## config.mk

```make
export PLATFORM = sky130hd
export DESIGN_NAME = accel_data_server
export DESIGN_NICKNAME = d
export VERILOG_FILES = /design/src/rtl/accel_data_server.sv
export SDC_FILE = /design/constraint.sdc
export NUM_CORES = 1
export LEC_CHECK = 0
export CAP_MARGIN = 5
export CORE_ASPECT_RATIO = 0.7
export CORE_MARGIN = 5
export CORE_UTILIZATION = 58
export CTS_CLUSTER_DIAMETER = 120
export DETAILED_ROUTE_END_ITERATION = 6
export PLACE_DENSITY = 0.84
export REMOVE_ABC_BUFFERS = 1
export SETUP_SLACK_MARGIN = 0.5
export SLEW_MARGIN = 20
export SYNTH_ARGS = -nofsm -noshare
export SYNTH_HDL_FRONTEND = slang
export SYNTH_SLANG_ARGS = --single-unit
export TNS_END_PERCENT = 100
```

## constraint.sdc

```tcl
create_clock -name clk -period 4.65 [get_ports clk]
set_input_delay 1.395 -clock clk [delete_from_list [all_inputs] [get_ports clk]]
set_output_delay 1.395 -clock clk [all_outputs]
set_load 0.1 [all_outputs]
```

## src/rtl/accel_data_server.sv

```systemverilog
// Lockstep weight/input fetch engine with credit-controlled return FIFO.
// Optional overlap error counter: define ACCEL_OVERLAP_ERR_EN.
module accel_data_server #(
    parameter int DATA_W     = 16,
    parameter int ADDR_W     = 16,
    parameter int MEM_LAT    = 2,
    parameter int FIFO_DEPTH = 4,
    parameter int BURST_MAX  = 16
) (
    input  logic              clk,
    input  logic              rst,
    input  logic              fetch_start,
    input  logic [ADDR_W-1:0] BaseAddr_W,
    input  logic [ADDR_W-1:0] BaseAddr_in,
    input  logic [4:0]        burst_len,
    input  logic              hold,
    output logic              w_rd_en,
    output logic [ADDR_W-1:0] w_rd_addr,
    input  logic [DATA_W-1:0] w_rdata,
    output logic              in_rd_en,
    output logic [ADDR_W-1:0] in_rd_addr,
    input  logic [DATA_W-1:0] in_rdata,
    output logic              DVAL,
    output logic [DATA_W-1:0] weight_data,
    output logic [DATA_W-1:0] input_data,
    output logic              burst_done,
`ifdef ACCEL_OVERLAP_ERR_EN
    output logic [7:0]        err_count,
    output logic              err_flag,
`endif
    output logic              busy
);

    localparam int PW = $clog2(FIFO_DEPTH);
    localparam int CW = PW + 1;
    localparam logic [CW:0] LP_DEPTH = (CW+1)'(FIFO_DEPTH);

    typedef enum logic [1:0] {
        S_IDLE,
        S_ISSUE,
        S_DRAIN
    } state_t;

    state_t              r_state;
    state_t              w_state_nxt;
    logic [5:0]          r_len;
    logic [5:0]          r_issued;
    logic [5:0]          r_presented;
    logic [ADDR_W-1:0]   r_waddr;
    logic [ADDR_W-1:0]   r_iaddr;
    logic [MEM_LAT-1:0]  r_vld;
    logic [MEM_LAT-1:0]  w_vld_nxt;
    logic [DATA_W-1:0]   r_fw [FIFO_DEPTH];
    logic [DATA_W-1:0]   r_fi [FIFO_DEPTH];
    logic [PW-1:0]       r_wp;
    logic [PW-1:0]       r_rp;
    logic [CW-1:0]       r_count;
    logic                r_dval;
    logic                r_done;
    logic [DATA_W-1:0]   r_wdata;
    logic [DATA_W-1:0]   r_idata;

    logic                w_accept;
    logic                w_issue;
    logic                w_push;
    logic                w_pop;
    logic                w_done;
    logic                w_credit;
    logic [CW-1:0]       w_inflight;
    logic [CW:0]         w_sum;
    logic [5:0]          w_len_in;

    assign w_len_in = (burst_len == 5'd0) ? 6'(BURST_MAX)
                                          : {1'b0, burst_len};
    assign w_push   = r_vld[MEM_LAT-1];

    always_comb begin
        w_inflight = '0;
        for (int i = 0; i < MEM_LAT; i++) begin
            w_inflight = w_inflight + CW'(r_vld[i]);
        end
    end

    // Reads still in the memory pipe already own a FIFO slot.
    assign w_sum    = {1'b0, w_inflight} + {1'b0, r_count};
    assign w_credit = (w_sum < LP_DEPTH);

    always_comb begin
        w_state_nxt = r_state;
        w_accept    = 1'b0;
        w_issue     = 1'b0;
        w_done      = 1'b0;
        w_pop       = !hold && (r_count != '0);
        unique case (r_state)
            S_IDLE: begin
                if (fetch_start) begin
                    w_accept    = 1'b1;
                    w_state_nxt = S_ISSUE;
                end
            end
            S_ISSUE: begin
                w_issue = w_credit;
                if (w_issue && (r_issued == r_len - 6'd1)) begin
                    w_state_nxt = S_DRAIN;
                end
            end
            S_DRAIN: begin
                if (w_pop && (r_presented == r_len - 6'd1)) begin
                    w_done      = 1'b1;
                    w_state_nxt = S_IDLE;
                end
            end
            default: w_state_nxt = S_IDLE;
        endcase
    end

    always_comb begin
        w_vld_nxt    = r_vld << 1;
        w_vld_nxt[0] = w_issue;
    end

    always_ff @(posedge clk) begin
        if (rst) begin
            r_state     <= S_IDLE;
            r_len       <= '0;
            r_issued    <= '0;
            r_presented <= '0;
            r_waddr     <= '0;
            r_iaddr     <= '0;
            r_vld       <= '0;
            r_wp        <= '0;
            r_rp        <= '0;
            r_count     <= '0;
            r_dval      <= 1'b0;
            r_done      <= 1'b0;
            r_wdata     <= '0;
            r_idata     <= '0;
        end else begin
            r_state <= w_state_nxt;
            r_vld   <= w_vld_nxt;
            r_dval  <= w_pop;
            r_done  <= w_done;
            if (w_accept) begin
                r_waddr     <= BaseAddr_W;
                r_iaddr     <= BaseAddr_in;
                r_len       <= w_len_in;
                r_issued    <= '0;
                r_presented <= '0;
            end
            if (w_issue) begin
                r_waddr  <= r_waddr + 1'b1;
                r_iaddr  <= r_iaddr + 1'b1;
                r_issued <= r_issued + 6'd1;
            end
            if (w_push) begin
                r_wp <= r_wp + 1'b1;
            end
            if (w_pop) begin
                r_rp        <= r_rp + 1'b1;
                r_presented <= r_presented + 6'd1;
                r_wdata     <= r_fw[r_rp];
                r_idata     <= r_fi[r_rp];
            end
            case ({w_push, w_pop})
                2'b10:   r_count <= r_count + 1'b1;
                2'b01:   r_count <= r_count - 1'b1;
                default: r_count <= r_count;
            endcase
        end
    end

    always_ff @(posedge clk) begin
        if (w_push) begin
            r_fw[r_wp] <= w_rdata;
            r_fi[r_wp] <= in_rdata;
        end
    end

    assign w_rd_en     = w_issue;
    assign in_rd_en    = w_issue;
    assign w_rd_addr   = r_waddr;
    assign in_rd_addr  = r_iaddr;
    assign DVAL        = r_dval;
    assign weight_data = r_wdata;
    assign input_data  = r_idata;
    assign burst_done  = r_done;
    assign busy        = (r_state != S_IDLE) || r_done;

`ifdef ACCEL_OVERLAP_ERR_EN
    logic [7:0] r_err_cnt;

    always_ff @(posedge clk) begin
        if (rst) begin
            r_err_cnt <= '0;
        end else if (fetch_start && (r_state != S_IDLE)
                     && (r_err_cnt != 8'hFF)) begin
            r_err_cnt <= r_err_cnt + 8'd1;
        end
    end

    assign err_count = r_err_cnt;
    assign err_flag  = (r_err_cnt != 8'd0);
`else
    // Requests arriving while busy are dropped without a trace.
`endif

endmodule

```

# Word-level counts from Yosys, hierarchy flattened
# Memories as Yosys holds them, arrays and structs flattened. A register that Yosys moved wholly into a read port is not among the register bits.
# Index checks and enable logic that the tools add are counted.
dict set report word_totals {
  memories 2
  ramBits 128
  reg_bits 63
  output_inout_bits 69
}
# memory words width rd rd_ports_with_merged_regs wr line_no
set memory_table {}
lappend memory_table {r_fi 4 16 1 1 1 54} ;# logic [DATA_W-1:0] r_fi [FIFO_DEPTH];
lappend memory_table {r_fw 4 16 1 1 1 53} ;# logic [DATA_W-1:0] r_fw [FIFO_DEPTH];
dict set report op_classes {
  n_lt_le_gt_ge 1
  n_reduce_logical 14
  addsub 11
  bitwise_logic 1
  n_eq_ne 9
  n_mux 19
}
# op n
set op_table {}
lappend op_table {{$mux W16} 4}
lappend op_table {{$add A16 B1 Y16 const B} 2}
lappend op_table {{$mux W6} 3}
lappend op_table {{$add A6 B1 Y6 const B} 2}
lappend op_table {{$eq A6 B6 Y1} 2}
lappend op_table {{$reduce_bool A2 Y1} 4}
lappend op_table {{$mux W1} 6}
lappend op_table {{$mux W2} 3}
lappend op_table {{$ne A2 B2 Y1 const B} 3}
lappend op_table {{$pmux W2 S3} 1}
lappend op_table {{$pmux W3 S2} 1}
lappend op_table {{$sub A6 B1 Y6 const B} 1}
lappend op_table {{$logic_not A5 Y1} 1}
lappend op_table {{$mux W5} 1}
lappend op_table {{$add A2 B1 Y2 const B} 2}
lappend op_table {{$add A2 B3 Y4} 1}
lappend op_table {{$eq A2 B1 Y1 const B} 2}
lappend op_table {{$eq A2 B2 Y1 const B} 2}
lappend op_table {{$lt A4 B3 Y1 const B} 1}
lappend op_table {{$add A3 B1 Y3 const B} 1}
lappend op_table {{$logic_and A1 B1 Y1} 3}
lappend op_table {{$reduce_and A3 Y1} 1}
lappend op_table {{$reduce_bool A3 Y1} 1}
lappend op_table {{$sub A3 B1 Y3 const B} 1}
lappend op_table {{other kinds (6)} 6}

# Logic depth before layout (Yosys ltp)
# Gate-level depths: netlist of run 1.
dict set report logic_depth {
  depth_word 6
  depth_mapped 10
  depth_no_buf 9
}

# Least setup slack after synthesis of run 1
# Ideal clock, no wire load.
dict set report synth_path {
  path_type {reg-to-output}
  start {reg r_count[0]}
  end {out w_rd_en}
  path_buffers 3
  setup_slack_ns 1.080
  path_stages_with_launch 8
  arrival_time_ns 2.175
  required_time_ns 3.255
  cell_sequence {dfxtp_1 > ha_1 > a21o_1 > a211o_1 > buf_6 > inv_4 > buf_2 > buf_4}
}
dict set report synth_between {
  elab_chain_len 3
}
# element line_no
set synth_rtl {}
lappend synth_rtl {{from (decl)} 57} ;# logic [CW-1:0] r_count;
lappend synth_rtl {{from (signal assigned)} 165} ;# 2'b10: r_count <= r_count + 1'b1;
lappend synth_rtl {{from (signal assigned)} 166} ;# 2'b01: r_count <= r_count - 1'b1;
lappend synth_rtl {{from (signal assigned)} 167} ;# default: r_count <= r_count;
lappend synth_rtl {{$add A2 B3 Y4} 85} ;# assign w_sum = {1'b0, w_inflight} + {1'b0, r_count};
lappend synth_rtl {{$lt A4 B3 Y1} 86} ;# assign w_credit = (w_sum < LP_DEPTH);
lappend synth_rtl {{$mux W1} 94} ;# unique case (r_state)
lappend synth_rtl {{to (decl)} 17} ;# output logic w_rd_en,
# No other way between the ends.

# Final worst setup path of run 1
# Same ends and word-level chain as after synthesis.

==> summary.md, run 1 <==
| Metric | Value |
|---|---|
| Clock root cell | clkbuf_16 |
| Crit path time final | 3660 ps |
| Post CTS Setup Buffer Count | 0 |
| Slew of the pin with the lowest slew margin | 1090 ps |
| Via count | 6450 |
| Place WS | 1140 ps |
| Global route overflow | 0 |
| Post-synth EDFFs | 128 |
| Leading area contributor after synthesis | edfxtp_1 |
| Tot GR Track Use | 23.4% |
| Synth top area cells | edfxtp_1 (43%), dfxtp_1 (21%), mux4_2 (8.0%) |
| PwrDens | 436 nW/um^2 |
| GR Util met3 | 3.63% |
| Most common cell after layout, fill and taps aside | clkdlybuf4s50_1 |
| Post-Route WL | 21.5 mm |
| Yosys top cell area share | 42.6% |
| Initial Util | 58.7% |
| Met2 Usage GRT | 40.3% |
| Die height | 114 um |
| Grt met1 use | 30.2% |
| Vias in the first global route | 6594 |
| Die width | 159 um |
| Fin. Hold Viols | 0 |
| Slew headroom | 27.0% |
| CTS buffer count | 21 |
| GR peak layer | met2 |
| Slew Viols, Final | 0 |
| Hold_buf cts | 0 |
| Clock Sinks | 222 |
| CTS tree | built |
| Skew-Pair Late Insertion Delay | 490 ps |
| Post-Syn Area | 9010 um^2 |
| PostCTS Resize Cnt | 0 |
| PortBufs | 141 |
| Via/cell ratio | 6.06 |
| DR DRC count | 0 |
| Startpoint types | flip-flop |
| Critical R2R Capture | w_rd_addr[15] |
| Worst setup margin | 992 ps |
| Final setup vio count | 0 |
| CP arrival | 2260 ps |
| Reg2Reg Launch Point | r_count[0] |
| Initial antenna violation count | 0 |
| Hold crit path type | reg -> reg |
| # nets final | 935 |
| Pin count of the biggest net entering global routing | 95 |
| Predominant post-synthesis flop cell | edfxtp_1 |
| Final cell count without fillers | 1064 |
| Synth Instances | 725 |
| I/O pin count | 142 |
| DIE AREA | 18200 um^2 |
| Ant. Diodes | 0 |
| Final HPWL DP | 13.2 mm |
| Iteration-0 DRC Markers | 598 |
| First-pass GRT wire length | 34.5 mm |
| Final Cycle Share | 78.7% |
| CP Max Fanout | 19 |
| Synthesis Warnings | 0 |
| Synth cell types | 56 |
| Synth Register Bits | 222 |
| Min-delay src | weight_data[4] |
| Routability cong. | 0.871 |
| Worst Skew | 8.37 ps |
| Row count | 38 |
| Sum of negative setup slack | 0 ps |
| Kind of end point of the critical path | output pin |
| Design Area, Final | 11200 um^2 |
| Maxcap violations | 0 |
| VDD IR max | 0.374 mV |
| Reg2Reg Depth | 7 |
| Worst hold slack | 454 ps |
| Antenna Nets Post-Route | 0 |
| DR WL/cell | 20.2 um |
| Hold Path Depth | 2 |
| Drt pass-1 iters | 6 |
| WP data required | 3250 ps |
| Status | complete, no violations |
| Sequential share of the synthesized area | 63.5% |
| Hold Path End | weight_data[4] |
| Reg clk slew, reported paths | 60 ps |
| Fmax | 0.273 GHz |
| Leakage power | 3.66 nW |
| Area growth syn-to-layout | 24.7% |
| Mean Syn Cell Area | 12.4 um^2 |
| RSZ-0062 raised after global routing | false |
| Filler cells | 1015 |
| DP Area | 10500 um^2 |
| Ys async rst share | 0% |
| Critical path class | reg -> out |
| R2R setup slack | 2100 ps |
| Htree depth | 1 |
| CTS max path bufs | 3 |
| Placed cells | 1027 |
| Commonest cells after routing, fill and taps aside | clkdlybuf4s50_1 (138), edfxtp_1 (128), nand2_1 (104) |
| Fraction of layout cells with a size suffix above 1 | 9.84% |
| Core area | 15400 um^2 |
-- kinds of logic (layout without fill, tap and decap cells) --
family                   Yosys count  count (layout)  synth area share [%]
AO/OA/AOI/OAI                    153             153                  10.2
adder cells (fa/ha/maj)           12              12                  1.75
multiplexers                      39              39                  8.84
flip-flops                       222             222                  63.5
AND/OR/NAND/NOR                  226             226                  11.6
XOR/XNOR                          15              15                  1.46
buffers and inverters             58             197                  2.68
-- state kept, by name (all words and copies together), names as in the netlist --
name,flops
input_data,16
r_len,5
burst_done,1
r_presented,6
w_rd_addr,16
r_state,2
r_wp,2
in_rd_addr,16
r_issued,6
r_count,3
DVAL,1
r_fw,64
r_rp,2
r_fi,64
r_vld,2
weight_data,16
-- area by class of cell --
type	instances	area [um^2]	share of cell area [%]
multi-input cells	445	3050	27.1
clock buffers	24	547	4.87
well taps	200	250	2.23
inverters	14	55.1	0.490
repair buffers	146	1440	12.8
flip-flops and latches	222	5730	51.0
clock inverters	13	166	1.48
-- worst max-delay path by stage --
stage,startpoint,to,slack [ps],cells after the start
after floorplan,hold,r_count[2],790,8
after global placement,hold,r_count[2],1210,9
after detailed placement,hold,r_count[2],1140,9
after CTS,r_count[0],w_rd_en,1010,5
after global routing,r_count[0],w_rd_en,880,5
final,r_count[0],w_rd_en,990,5
-- worst max-delay path, cell delays in order, from the launching register on --
cell     delay [ps]
dfxtp_1         390
ha_1            260
a21o_1          210
a211o_1         350
inv_4           220
buf_4           340
-- synthesized netlist by cell type, drive strengths merged, types with 2 or more instances --
| cell type | n |
|---|---|
| a211oi | 5 |
| a21o | 2 |
| a21oi | 89 |
| a221oi | 3 |
| a22oi | 3 |
| a31oi | 8 |
| a32oi | 3 |
| and2 | 6 |
| and3 | 6 |
| and4 | 3 |
| buf | 11 |
| clkbuf | 33 |
| dfxtp | 94 |
| edfxtp | 128 |
| ha | 11 |
| inv | 13 |
| mux2 | 5 |
| mux2i | 2 |
| mux4 | 32 |
| nand2 | 104 |
| nand2b | 2 |
| nand3 | 13 |
| nand3b | 4 |
| nand4 | 10 |
| nor2 | 43 |
| nor3 | 12 |
| nor4 | 11 |
| o211a | 2 |
| o211ai | 8 |
| o21ai | 13 |
| o311a | 2 |
| o311ai | 7 |
| or2 | 2 |
| or3 | 6 |
| xnor2 | 7 |
| xor2 | 8 |
-- power breakdown --
part           leakage, nW  total (mW)  internal, mW  switching, mW
combinational         1.39       0.913         0.285          0.628
sequential            1.92        2.22          2.15         0.0754
clock                0.346        1.77          1.07          0.704
total                 3.66        4.91          3.50           1.41
-- through the flow --
step	util (%)	power, mW
CTS	73.2	4.93
global placement	68.5	3.14
global route	73.2	5.08
detailed placement	68.5	3.17
floorplan	-	2.88
finish	73.2	4.91
-- metal layers --
| layer | vias to the layer above | share of wire [%] |
|---|---|---|
| li1 | 2970 | - |
| met1 | 3128 | 40 |
| met2 | 280 | 50 |
| met3 | 72 | 6.2 |
| met4 | 0 | 4.1 |
| met5 | - | 0 |
Note: power is estimated with default switching activity, not from simulation.
==> run 2: changes to the inputs <==
--- a/config.mk
+++ b/config.mk
@@ -8,10 +8,10 @@
 export CAP_MARGIN = 5
 export CORE_ASPECT_RATIO = 0.7
 export CORE_MARGIN = 5
-export CORE_UTILIZATION = 58
+export CORE_UTILIZATION = 48
 export CTS_CLUSTER_DIAMETER = 120
 export DETAILED_ROUTE_END_ITERATION = 6
-export PLACE_DENSITY = 0.84
+export PLACE_DENSITY = 0.74
 export REMOVE_ABC_BUFFERS = 1
 export SETUP_SLACK_MARGIN = 0.5
 export SLEW_MARGIN = 20
==> constraint.sdc (replaced) <==
create_clock -name clk -period 3.2 [get_ports clk]
set_input_delay 0.96 -clock clk [delete_from_list [all_inputs] [get_ports clk]]
set_output_delay 0.96 -clock clk [all_outputs]
set_load 0.1 [all_outputs]
==> summary.md, run 2 (synthesis results as in run 1) <==
| Metric | Value |
|---|---|
| Fmax | 0.362 GHz |
| Vias in the first global route | 6105 (-7.4%) |
| Area growth syn-to-layout | 25.2% |
| RSZ-0062 raised after global routing | true |
| Hold Path Depth | 2 (unchanged) |
| Final setup vio count | 0 (unchanged) |
| Power Total | 7.05 mW (+44%) |
| Initial Util | 49.5% (-9.2 points) |
| Hold crit path type | reg -> reg |
| Design Area, Final | 11300 um^2 (+0.41%) |
| Cells along the critical path | ha_4 -> a21o_1 -> a211o_1 -> clkinv_4 -> buf_12 |
| Reg2Reg Depth | 7 (unchanged) |
| VDD IR max | 0.507 mV (+36%) |
| Seq. cell area | 5730 um^2 (about the same) |
| Filler cells | 1409 (+39%) |
| Die width | 174 um (+9.3%) |
| Hold Path End | weight_data[15] |
| Routability cong. | 0.827 (-5.0%) |
| Slew Viols, Final | 0 (unchanged) |
| Skew-Pair Late Insertion Delay | 490 ps (about the same) |
| Post-Route WL | 20.1 mm (-6.2%) |
| Htree depth | 1 (unchanged) |
| Initial antenna violation count | 0 (unchanged) |
| Clock Sinks | 222 (unchanged) |
| Most common cell after layout, fill and taps aside | edfxtp_1 |
| PwrDens | 625 nW/um^2 (+43%) |
| Tot GR Track Use | 18.1% (-5.3 points) |
| Critical path's slowest cell | dfxtp_2 |
| DR DRC count | 0 (unchanged) |
| Clock root cell | clkbuf_16 |
| I/O pin count | 142 (unchanged) |
| Fin. Hold Viols | 0 (unchanged) |
| Global route overflow | 0 (unchanged) |
| Pin count of the biggest net entering global routing | 46 (-52%) |
| First-pass GRT wire length | 32.6 mm (-5.4%) |
| Iteration-0 DRC Markers | 478 (-20%) |
| Via/cell ratio | 5.58 (-8.0%) |
| Sum of negative setup slack | 0 ps (unchanged) |
| CTS max path bufs | 3 (unchanged) |
| Critical R2R Capture | w_rd_addr[12] |
| Slew headroom | 61.7% (+35 points) |
| Fraction of layout cells with a size suffix above 1 | 18.9% (+9.0 points) |
| Multi-input gate area | 3060 um^2 (+0.25%) |
| Worst hold slack | 455 ps (+1.01 ps) |
| Drt pass-1 iters | 5 (-1) |
| R2R setup slack | 900 ps (-1200 ps) |
| Critical path class | reg -> out |
| PortBufs | 141 (unchanged) |
| Ant. Diodes | 0 (unchanged) |
| Antenna Nets Post-Route | 0 (unchanged) |
| WP data required | 2240 ps (-1010 ps) |
| Row count | 41 (+7.9%) |
| DIE AREA | 21700 um^2 (+19%) |
| DR WL/cell | 18.1 um (-11%) |
| Via count | 6224 (-3.5%) |
| Startpoint types | flip-flop |
| Reg clk slew, reported paths | 60 ps (about the same) |
| Core area | 18200 um^2 (+19%) |
| Maxcap violations | 0 (unchanged) |
| Crit path time final | 2770 ps |
| Status | complete, no violations |
| Min-delay src | weight_data[15] |
| Slew of the pin with the lowest slew margin | 574 ps (-517 ps) |
| Final HPWL DP | 12.8 mm (-2.8%) |
| Reg2Reg Launch Point | r_count[0] |
| CP max stage delay | 330 ps (-60 ps) |
| CTS tree | built |
| Die height | 125 um (+9.1%) |
| Biggest regs | r_fi (64), r_fw (64) |
| Kind of end point of the critical path | output pin |
| CP arrival | 1810 ps (-450 ps) |
| DP Area | 10500 um^2 (about the same) |
| # nets final | 949 (+1.5%) |
| Finished Core Util | 62.0% (-11 points) |
| Hold_buf cts | 0 (unchanged) |
| CP Max Fanout | 3 (-16) |
| Commonest cells after routing, fill and taps aside | edfxtp_1 (128), nand2_1 (104), dfxtp_1 (91) |
| CTS buffer count | 22 (+4.8%) |
| Leakage power | 3.87 nW (+5.8%) |
| Worst Skew | 8.23 ps (-0.137 ps) |
| Final Cycle Share | 86.4% |
run 2: changes by cell type in the layout (fill, tap and decap cells not counted), moves of 2 or more:
cell             delta
buf_4              +75
and2_2              -4
clkdlybuf4s50_1    -67
bufinv_16           -3
and2_1              +4
clkbuf_16           +2
buf_12              +5
clkinv_2            +2
clkbuf_8            +2
run 2: stage by stage:
step	setup slack (ps)	cells
global placement	188	1073
global route	384	1116
detailed placement	173	1073
floorplan	-227	681
finish	434	1116
CTS	410	1116
run 2: worst max-delay path by stage:
stage          startpoint          to  slack [ps]
2_1_floorplan        hold  r_count[2]        -230
3_3_place_gp         hold  r_count[2]         190
3_5_place_dp         hold  r_count[2]         170
4_1_cts        r_count[0]    in_rd_en         410
5_1_grt        r_count[0]    in_rd_en         380
6_report       r_count[0]    in_rd_en         430
run 2: what timing repair did:
| action | 4_1_cts | 5_1_grt |
|---|---|---|
| resized for setup | 4 | 1 |
| pin swaps | 3 | 0 |
| buffers inserted | 3 | 0 |
| hold endpoints to repair | 0 | 0 |
| endpoints found under the setup margin | 2 | 2 |
run 2: metal layers:
layer	share of wire, %	vias up	wire, um	GRT usage, %
li1	-	3000	-	-
met2	48	148	9610	29.2
met5	0	-	0	0
met4	1.1	0	220	2.98
met1	46	3056	9340	26.3
met3	4.8	20	973	3.19
run 2: critical path, delay by kind of cell, from the launching register on:
kind / cells / cell delay (ps)
AO/OA/AOI/OAI: 2 / 500
flip-flops: 1 / 330
buffers and inverters: 2 / 260
adder cells (fa/ha/maj): 1 / 230
run 2: power by group:
group / total [mW] / internal, mW / switching, mW / leakage (nW)
registers: 3.23 / 3.12 / 0.109 / 1.92
logic: 1.32 / 0.420 / 0.899 / 1.60
clock network: 2.50 / 1.46 / 1.04 / 0.350
run 2: area by class of cell:
type                            instances  share of cell area [%]
Sequential cell                       222                    50.8
Multi-Input combinational cell        445                    27.1
Timing Repair Buffer                  159                    12.7
Clock buffer                           29                    5.57
Tap cell                              236                    2.62
Clock inverter                         11                   0.732
Inverter                               14                   0.510
